$ cat config.mk
export PLATFORM = sky130hd
export DESIGN_NAME = obb_collider
export DESIGN_NICKNAME = d
export VERILOG_FILES = /design/src/rtl/obb_pkg.sv /design/src/rtl/obb_project.sv /design/src/rtl/obb_collider.sv
export SDC_FILE = /design/constraint.sdc
export NUM_CORES = 2
export LEC_CHECK = 0
export CAP_MARGIN = 40
export CORE_ASPECT_RATIO = 2
export CORE_MARGIN = 4
export CORE_UTILIZATION = 27
export DETAILED_ROUTE_END_ITERATION = 12
export GPL_TIMING_DRIVEN = 0
export PLACE_DENSITY_LB_ADDON = 0.08
export RECOVER_POWER = 50
export SLEW_MARGIN = 15
export SYNTH_ARGS = -nofsm -noshare
export SYNTH_HDL_FRONTEND = slang
export SYNTH_SLANG_ARGS = --single-unit
$ cat constraint.sdc
create_clock -name Clk -period 15.4 [get_ports Clk]
set_input_delay 3.08 -clock Clk [delete_from_list [all_inputs] [get_ports Clk]]
set_output_delay 3.08 -clock Clk [all_outputs]
set_load 0.01 [all_outputs]
$ cat src/rtl/obb_pkg.sv
// obb_pkg
// Shared definitions for the oriented-bounding-box collision path.
// Contents:
//   COORD_W / AXIS_W / PROJ_W : default widths (Q10.6 coordinates, Q2.8 axes,
//                               Q13.14 projections with one guard bit)
//   obb_state_e               : collider FSM states
//   SEP_*                     : encoding of the separating axis output
//   obb_juice_t               : one juiced box (two unit axes + four vertices)
package obb_pkg;

  localparam int COORD_W = 16;
  localparam int AXIS_W  = 10;
  localparam int PROJ_W  = 27;

  typedef enum logic [2:0] {
    ST_IDLE = 3'd0,
    ST_LOAD = 3'd1,
    ST_PROJ = 3'd2,
    ST_CMP  = 3'd3,
    ST_DONE = 3'd4
  } obb_state_e;

  // The collider also uses these as indices into its latched axis table,
  // so the candidate axis index and the reported axis share one encoding.
  localparam logic [1:0] SEP_A_U = 2'd0;
  localparam logic [1:0] SEP_A_V = 2'd1;
  localparam logic [1:0] SEP_B_U = 2'd2;
  localparam logic [1:0] SEP_B_V = 2'd3;

  typedef struct packed {
    logic signed [AXIS_W-1:0]         u_x;
    logic signed [AXIS_W-1:0]         u_y;
    logic signed [AXIS_W-1:0]         v_x;
    logic signed [AXIS_W-1:0]         v_y;
    logic signed [3:0][COORD_W-1:0]   pt_x;
    logic signed [3:0][COORD_W-1:0]   pt_y;
  } obb_juice_t;

endpackage

$ cat src/rtl/obb_project.sv
// obb_project
// Combinational projection of one vertex onto one axis: px*ax + py*ay.
// Ports:
//   px_i, py_i : vertex coordinates, signed Q10.6
//   ax_i, ay_i : axis components, signed Q2.8
//   proj_o     : full-precision signed projection (Q13.14 at default widths)
module obb_project #(
  parameter int COORD_W = obb_pkg::COORD_W,
  parameter int AXIS_W  = obb_pkg::AXIS_W,
  parameter int PROJ_W  = obb_pkg::PROJ_W
) (
  input  logic signed [COORD_W-1:0] px_i,
  input  logic signed [COORD_W-1:0] py_i,
  input  logic signed [AXIS_W-1:0]  ax_i,
  input  logic signed [AXIS_W-1:0]  ay_i,
  output logic signed [PROJ_W-1:0]  proj_o
);

  localparam int PRODW = COORD_W + AXIS_W;

  logic signed [PRODW-1:0] prodX;
  logic signed [PRODW-1:0] prodY;

  // Operands are sign-extended to the full product width first so nothing
  // is lost; the sum then gets one guard bit on top of the products.
  assign prodX  = PRODW'(px_i) * PRODW'(ax_i);
  assign prodY  = PRODW'(py_i) * PRODW'(ay_i);
  assign proj_o = PROJ_W'(prodX) + PROJ_W'(prodY);

endmodule

$ cat src/rtl/obb_collider.sv
// obb_collider
// Multi-cycle separating-axis test between two oriented bounding boxes.
// Both boxes are captured when start is accepted; the four candidate axes
// (A.u, A.v, B.u, B.v) are then tried in order, stopping at the first one
// that separates the boxes.
// Ports:
//   Clk, Reset          : clock, synchronous active-high reset
//   start               : request a test (only looked at while idle)
//   a_*/b_* axes        : unit axes of box A / box B, signed Q2.8
//   a_pt_*/b_pt_*       : four vertices of box A / box B, signed Q10.6
//   busy                : a test is in flight (LOAD through DONE)
//   done                : one-cycle pulse, result valid
//   collide, sep_axis   : result, held until the next accepted start
module obb_collider #(
  parameter int COORD_W = 16,
  parameter int AXIS_W  = 10
) (
  input  logic                      Clk,
  input  logic                      Reset,
  input  logic                      start,
  input  logic signed [AXIS_W-1:0]  a_u_x,
  input  logic signed [AXIS_W-1:0]  a_u_y,
  input  logic signed [AXIS_W-1:0]  a_v_x,
  input  logic signed [AXIS_W-1:0]  a_v_y,
  input  logic signed [AXIS_W-1:0]  b_u_x,
  input  logic signed [AXIS_W-1:0]  b_u_y,
  input  logic signed [AXIS_W-1:0]  b_v_x,
  input  logic signed [AXIS_W-1:0]  b_v_y,
  input  logic signed [COORD_W-1:0] a_pt_x [4],
  input  logic signed [COORD_W-1:0] a_pt_y [4],
  input  logic signed [COORD_W-1:0] b_pt_x [4],
  input  logic signed [COORD_W-1:0] b_pt_y [4],
  output logic                      busy,
  output logic                      done,
  output logic                      collide,
  output logic [1:0]                sep_axis
);

  import obb_pkg::*;

  localparam int PROJ_W_L = COORD_W + AXIS_W + 1;

  obb_state_e state_q, state_d;

  logic signed [AXIS_W-1:0]   axX_q  [4];
  logic signed [AXIS_W-1:0]   axY_q  [4];
  logic signed [COORD_W-1:0]  aPtX_q [4];
  logic signed [COORD_W-1:0]  aPtY_q [4];
  logic signed [COORD_W-1:0]  bPtX_q [4];
  logic signed [COORD_W-1:0]  bPtY_q [4];
  logic [1:0]                 axisIdx_q;
  logic [1:0]                 ptIdx_q;
  logic signed [PROJ_W_L-1:0] minA_q, maxA_q, minB_q, maxB_q;
  logic                       collide_q;
  logic [1:0]                 sep_q;

  logic signed [PROJ_W_L-1:0] projA, projB;
  logic                       separated;

  // Both boxes are projected onto the same current axis, one vertex each
  // per cycle.
  obb_project #(.COORD_W(COORD_W), .AXIS_W(AXIS_W), .PROJ_W(PROJ_W_L)) uProjA (
    .px_i   (aPtX_q[ptIdx_q]),
    .py_i   (aPtY_q[ptIdx_q]),
    .ax_i   (axX_q[axisIdx_q]),
    .ay_i   (axY_q[axisIdx_q]),
    .proj_o (projA)
  );

  obb_project #(.COORD_W(COORD_W), .AXIS_W(AXIS_W), .PROJ_W(PROJ_W_L)) uProjB (
    .px_i   (bPtX_q[ptIdx_q]),
    .py_i   (bPtY_q[ptIdx_q]),
    .ax_i   (axX_q[axisIdx_q]),
    .ay_i   (axY_q[axisIdx_q]),
    .proj_o (projB)
  );

  // Strict comparison: intervals that merely touch still count as overlap.
  assign separated = (maxA_q < minB_q) || (maxB_q < minA_q);

  // Next-state logic; an early exit to DONE happens on the first separating axis.
  always_comb begin
    state_d = state_q;
    case (state_q)
      ST_IDLE: if (start) state_d = ST_LOAD;
      ST_LOAD: state_d = ST_PROJ;
      ST_PROJ: if (ptIdx_q == 2'd3) state_d = ST_CMP;
      ST_CMP:  state_d = (separated || axisIdx_q == 2'd3) ? ST_DONE : ST_PROJ;
      ST_DONE: state_d = ST_IDLE;
      default: state_d = ST_IDLE;
    endcase
  end

  // State register.
  always_ff @(posedge Clk) begin
    if (Reset) state_q <= ST_IDLE;
    else       state_q <= state_d;
  end

  // Datapath. The boxes are captured on the edge that accepts start, so
  // upstream is free to move on as soon as LOAD is entered.
  always_ff @(posedge Clk) begin
    if (Reset) begin
      for (int i = 0; i < 4; i++) begin
        axX_q[i]  <= '0;
        axY_q[i]  <= '0;
        aPtX_q[i] <= '0;
        aPtY_q[i] <= '0;
        bPtX_q[i] <= '0;
        bPtY_q[i] <= '0;
      end
      axisIdx_q <= '0;
      ptIdx_q   <= '0;
      minA_q    <= '0;
      maxA_q    <= '0;
      minB_q    <= '0;
      maxB_q    <= '0;
      collide_q <= 1'b0;
      sep_q     <= '0;
    end else begin
      case (state_q)
        ST_IDLE: begin
          if (start) begin
            axX_q[SEP_A_U] <= a_u_x;
            axY_q[SEP_A_U] <= a_u_y;
            axX_q[SEP_A_V] <= a_v_x;
            axY_q[SEP_A_V] <= a_v_y;
            axX_q[SEP_B_U] <= b_u_x;
            axY_q[SEP_B_U] <= b_u_y;
            axX_q[SEP_B_V] <= b_v_x;
            axY_q[SEP_B_V] <= b_v_y;
            for (int i = 0; i < 4; i++) begin
              aPtX_q[i] <= a_pt_x[i];
              aPtY_q[i] <= a_pt_y[i];
              bPtX_q[i] <= b_pt_x[i];
              bPtY_q[i] <= b_pt_y[i];
            end
            axisIdx_q <= '0;
            ptIdx_q   <= '0;
            collide_q <= 1'b0;
            sep_q     <= '0;
          end
        end
        ST_PROJ: begin
          // The point index wraps back to 0 after vertex 3, ready for the next axis.
          ptIdx_q <= ptIdx_q + 2'd1;
          if (ptIdx_q == 2'd0) begin
            minA_q <= projA;
            maxA_q <= projA;
            minB_q <= projB;
            maxB_q <= projB;
          end else begin
            if (projA < minA_q) minA_q <= projA;
            if (projA > maxA_q) maxA_q <= projA;
            if (projB < minB_q) minB_q <= projB;
            if (projB > maxB_q) maxB_q <= projB;
          end
        end
        ST_CMP: begin
          if (separated) begin
            collide_q <= 1'b0;
            sep_q     <= axisIdx_q;
          end else if (axisIdx_q == 2'd3) begin
            collide_q <= 1'b1;
            sep_q     <= '0;
          end else begin
            axisIdx_q <= axisIdx_q + 2'd1;
            ptIdx_q   <= '0;
          end
        end
        default: ;
      endcase
    end
  end

  assign busy     = (state_q != ST_IDLE);
  assign done     = (state_q == ST_DONE);
  assign collide  = collide_q;
  assign sep_axis = sep_q;

endmodule
After elaboration in Yosys (flattened, before gate mapping)
Memory sizes are Yosys's and may differ from the RTL's. A register that Yosys moved wholly into a read port is not among the register bits. Cells that the tools add are included.

Bits in writable memories: 336. Register bits after elaboration: 118. Memories kept: 6. Logic and storage cells: 151. Output and inout bits: 5. Memory bits (read-only): 0. Bits of input ports: 339. Bits in latches: 0.

Muxes and demuxes: 68. Div/mod/pow operators: 0. Add/sub/neg operators: 4. Equal/unequal tests: 11. Bitwise operators: 24. Reductions and logical operators: 19. Multipliers: 4. Order comparisons: 6. Shift-type cells: 0.

Memories: aPtX_q (depth 4, width 16, rd ports 1, clocked after Yosys merged registers in 1, wr ports 4, RTL line obb_collider.sv:47) `logic signed [COORD_W-1:0] aPtX_q [4];`; aPtY_q (depth 4, width 16, rd ports 1, clocked after Yosys merged registers in 1, wr ports 4, RTL line obb_collider.sv:48) `logic signed [COORD_W-1:0] aPtY_q [4];`; bPtX_q (depth 4, width 16, rd ports 1, clocked after Yosys merged registers in 1, wr ports 4, RTL line obb_collider.sv:49) `logic signed [COORD_W-1:0] bPtX_q [4];`; bPtY_q (depth 4, width 16, rd ports 1, clocked after Yosys merged registers in 1, wr ports 4, RTL line obb_collider.sv:50) `logic signed [COORD_W-1:0] bPtY_q [4];`; axX_q (depth 4, width 10, rd ports 1, clocked after Yosys merged registers in 1, wr ports 4, RTL line obb_collider.sv:45) `logic signed [AXIS_W-1:0] axX_q [4];`; axY_q (depth 4, width 10, rd ports 1, clocked after Yosys merged registers in 1, wr ports 4, RTL line obb_collider.sv:46) `logic signed [AXIS_W-1:0] axY_q [4];`.

Operator list (count): $mux W16 (16); $mux W27 (8); $lt A27 B27 Y1 (4); $mul A16 B10 Y26 (4); $mux W10 (8); $add A26 B26 Y27 (2); $gt A27 B27 Y1 (2); $mux W2 (19); $or A1 B1 Y1 (24); $pmux W3 S4 (1); $reduce_and A2 Y1 (5); $reduce_bool A2 Y1 (5); $mux W1 (9); $mux W3 (3); $ne A2 B2 Y1 const B (4); $pmux W2 S2 (2); $reduce_and A4 Y1 (2); $eq A3 B2 Y1 const B (2); $pmux W2 S3 (1); $reduce_bool A3 Y1 (2); $add A2 B1 Y2 const B (2); $eq A2 B2 Y1 const B (2); $eq A3 B1 Y1 const B (1); $eq A3 B3 Y1 const B (1); 6 further kinds (7).

Logic depth before layout (Yosys ltp)
Depth in word-level cells: 6. Gate-level depth with buffers: 42. Gate-level depth less buffers: 37.

Modules after synthesis
Synthesis repeated with hierarchy kept, for this count alone.

Cells, all modules: 4412. Area, all modules: 47037.6 µm².

Modules (own cells, without submodules): obb_collider (seq. area each 12532.0 µm², cells each 1822, area each 23098.4 µm², instances 1); obb_project at uProjB (seq. area each 0.0 µm², cells each 1300, area each 11984.0 µm², instances 1); obb_project at uProjA (seq. area each 0.0 µm², cells each 1290, area each 11955.2 µm², instances 1).

Least setup slack after synthesis
Ideal clock, no wire load.

Kind: input to register. From: input Reset. To: memory aPtX_q[0][0], enable pin. Cell stages on the path: 4. Data required time: 12886 ps. Buffers on the path: 2. Path slack: 3744 ps. Arrival time: 9142 ps. Library setup time: 2514 ps. Cells stage by stage: clkbuf_1 -> inv_1 -> clkbuf_1 -> nand2_1.

RTL lines: start, declared (RTL line obb_collider.sv:19) `input logic Reset,`; end, declared (RTL line obb_collider.sv:47).

==> out/summary.md <==
• **outcome** complete, but fails checks
• **violated checks** max-capacitance violations, max-slew violations
• **fraction of the mapped netlist area in simple logic gates** 0.143
• **number of antenna violations at the first check in global routing** 19
• **most used standard cell by instance count after synthesis** sky130_fd_sc_hd__inv_1
• **WL met2** 106000 um
• **post-synthesis cell type count** 77
• **Min-Delay Path Depth** 2
• **Root Buffer** sky130_fd_sc_hd__clkbuf_16
• **mean instance size in the synthesized netlist** 10.2 um^2
• **std cell rows** 215
• **clock buffer count from CTS** 49
• **detailed-route via count** 33300
• **number of filler instances in the final layout** 18100
• **number of pins exceeding their max-slew limit in the final report** 186
• **Initial Utilization** 0.272
• **category of the critical setup timing path** reg2reg
• **Critical Path End Type** flip-flop
• **Post-Synthesis Cells** 4557
• **crit share post-route** 0.782
• **path depth of the worst reg2reg path** 36
• **peak clock frequency supported by timing** 83.1 MHz
• **Overall Global Routing Usage** 0.208
• **biggest cell delay along the critical path** 0.70 ns
• **Worst Setup Slack post-DPL** 3.08 ns
• **drt wl/cell** 25.1 um
• **Min-Delay Path Class** reg2reg
• **I/O Buffers** 342
• **post-cts gate resize count** 0
• **most instantiated cells after synthesis** 885 x sky130_fd_sc_hd__inv_1, 670 x sky130_fd_sc_hd__fa_1, 431 x sky130_fd_sc_hd__and2_1
• **detailed-route wire length on metal 1** 58800 um
• **deepest clock path buffer count** 3
• **commonest register cell after synthesis** sky130_fd_sc_hd__edfxtp_1
• **Tightest Pin Transition** 2.93 ns
• **Fin Clk Skew** 0.0369 ns
• **full die area** 0.180 mm^2
• **Initial DRC Count** 1448
• **max layer used** met5
• **routed vias/inst** 4.51
• **fraction of the mapped netlist area in adder cells** 0.381
• **final sum of negative setup slack** 0 ns
• **detailed-routed wire length on met3** 5690 um
• **synthesized cell area** 0.0467 mm^2
• **data arrival time of the critical path** 12.62 ns
• **Max stage delay cell, worst path** sky130_fd_sc_hd__a21oi_1
• **setup repair bufs after CTS** 0
• **synthesized-area fraction occupied by ao, oa, aoi and oai cells** 0.0541
• **RSZ-0062 raised after global routing** false
• **count of flip-flops with a built-in enable after synthesis** 336
• **number of nets in the layout** 6419
• **post-layout worst setup margin** 3.36 ns
• **Register-to-Register Setup Slack** 3.36 ns
• **fraction of final layout cells with drive strength greater than 1** 0.0681
• **core footprint** 0.172 mm^2
• **HPWL after detailed placement** 163000 um
• **I/O Pins** 344
• **number of register bits inferred by synthesis** 458
• **startpoint of the worst hold path** minB_q[25]$_SDFFE_PP0P_
• **Routed Wire Length** 185000 um
• **time the worst path needs with I/O delays and setup** 12.04 ns
• **Detail Route Antenna Nets** 0
• **clock-pin slew of the registers on the worst-case setup and hold paths** 0.07 ns
• **global-route wire length before repair** 266000 um
• **top post-synthesis cells by area** sky130_fd_sc_hd__fa_1 29%, sky130_fd_sc_hd__edfxtp_1 22%, sky130_fd_sc_hd__ha_1 9.4%
• **number of H-tree levels** 2
• **Worst Path Required** 15.98 ns
• **area growth from synthesis to layout** 19.7%
• **TritonCTS clock tree** built
• **vias in the first global route** 37900
• **Synth async-reset ratio** 0
• **hold worst-path end** minB_q[25]$_SDFFE_PP0P_
• **final global-route overflow total** 0
• **maximum number of pins on one net before global-route repair** 59
• **xor and xnor area share after synthesis** 0.0123
• **setup violators final** 0
• **die outline width** 302 um
• **Synth Warn #** 0
• **portion of the post-synthesis area used by sequential elements** 0.268
• **Slew Limit Headroom** -0.953
• **1st-pass router iterations** 7
• **largest fanout on the critical path** 10
• **CTS Hold Bufs** 0
• **DRC Markers** 0
• **Synth top area share** 0.287
• **mux cell area share after synthesis** 0.0568
• **top cell type by total area after synthesis** sky130_fd_sc_hd__fa_1
• **sort of element at the start of the critical path** flip-flop
• **Final Hold Vio Count** 0
• **most frequent CP cell** sky130_fd_sc_hd__fa_1
• **RePlAce Congestion** 0.895
• **Crit Reg-Reg Endpoint** maxB_q[5]$_SDFFE_PP0P_
• **clock latency on the worst-skew pair** 0.67 ns
• **syn_nets** 5915
• **number of clock sinks seen by CTS** 458
• **main combinational cell family by area after synthesis** adder cells
• **height of the die** 596 um
• **number of violations of the max-capacitance limit** 4
[cell usage in the layout, fill, tap and decap left out, types with 35 or more instances in the layout]
| cell | Yosys | layout |
|---|---|---|
| sky130_fd_sc_hd__clkbuf_1 | 132 | 141 |
| sky130_fd_sc_hd__and2_0 | 0 | 172 |
| sky130_fd_sc_hd__clkbuf_16 | 0 | 50 |
| sky130_fd_sc_hd__clkdlybuf4s50_1 | 0 | 337 |
| sky130_fd_sc_hd__a21oi_1 | 90 | 90 |
| sky130_fd_sc_hd__buf_6 | 0 | 38 |
| sky130_fd_sc_hd__mux2_2 | 49 | 49 |
| sky130_fd_sc_hd__inv_1 | 885 | 885 |
| sky130_fd_sc_hd__nor2_1 | 387 | 387 |
| sky130_fd_sc_hd__fa_1 | 670 | 670 |
| sky130_fd_sc_hd__mux4_2 | 35 | 35 |
| sky130_fd_sc_hd__and2_1 | 431 | 259 |
| sky130_fd_sc_hd__ha_1 | 349 | 349 |
| sky130_fd_sc_hd__dfxtp_1 | 122 | 122 |
| sky130_fd_sc_hd__o21ai_0 | 80 | 69 |
| sky130_fd_sc_hd__mux2i_1 | 131 | 131 |
| sky130_fd_sc_hd__edfxtp_1 | 336 | 336 |
| sky130_fd_sc_hd__xnor2_1 | 48 | 48 |
| sky130_fd_sc_hd__nand2b_1 | 35 | 35 |
| sky130_fd_sc_hd__o21a_1 | 42 | 42 |
| sky130_fd_sc_hd__nand2_1 | 356 | 356 |
[flip-flops by register name (all words and copies together), names as in the netlist, named ones only]
name,cells
aPtX_q,64
aPtY_q,64
axX_q,40
axY_q,40
axisIdx_q,2
bPtX_q,64
bPtY_q,64
collide,1
maxA_q,27
maxB_q,27
minA_q,27
minB_q,27
ptIdx_q,2
sep_axis,2
state_q,3
[cells by family after synthesis]
kind of cell	Yosys count
AND/OR/NAND/NOR	1364
buffers and inverters	1047
adder cells (fa/ha/maj)	1019
flip-flops	458
AO/OA/AOI/OAI	391
multiplexers	215
XOR/XNOR	63
[critical path, delay by kind of cell (launching register included)]
kind                       cells  cell delay (ns)
adders and majority gates      9             4.27
buffers and inverters         10             2.75
AOI/OAI and AO/OA              8             2.53
and+or+nand+nor                8             1.58
DFF                            1             0.62
muxes                          1             0.14
[metal layers]
metal | vias to the layer above | global-route usage
met2 | 742 | 0.418
met5 | - | 0
met4 | 22 | 0.134
met3 | 329 | 0.0254
li1 | 15400 | -
met1 | 16800 | 0.192
[layout make-up]
| class | instances | area, um^2 | area share |
|---|---|---|---|
| flip-flops and latches | 458 | 12500 | 0.224 |
| repair buffers | 453 | 4590 | 0.0823 |
| clock inverters | 27 | 323 | 0.00578 |
| multi-input cells | 3052 | 30200 | 0.541 |
| diodes | 11 | 27.5 | 0.000493 |
| inverters | 886 | 3330 | 0.0595 |
| plain buffers | 161 | 653 | 0.0117 |
| clock buffers | 62 | 1310 | 0.0234 |
| well taps | 2278 | 2850 | 0.0510 |
[worst max path at each step]
stage | slack (ns) | end | cells after the start
final | 3.36 | maxB_q[5]$_SDFFE_PP0P_ | 36
after global routing | 2.46 | maxB_q[5]$_SDFFE_PP0P_ | 36
after detailed placement | 3.08 | maxB_q[5]$_SDFFE_PP0P_ | 36
after floorplan | 3.74 | aPtX_q[0][0]$_SDFFCE_PN0P_ | 4
after CTS | 2.98 | maxB_q[5]$_SDFFE_PP0P_ | 36
after global placement | -1.25 | aPtY_q[3][13]$_SDFFCE_PN0P_ | 4
[stage by stage]
stage / cell area (um^2) / utilization / hold slack (ns) / cells
floorplan: 46700 / - / 0.446 / 4557
global placement: 53000 / 0.309 / 0.460 / 7177
detailed placement: 54300 / 0.317 / 0.467 / 7288
CTS: 56000 / 0.326 / 0.476 / 7377
global route: 55800 / 0.325 / 0.489 / 7380
finish: 55900 / 0.325 / 0.474 / 7388
Power is not shown: default switching activity piles up to over one toggle a cycle in this logic, so the estimate is an artifact.
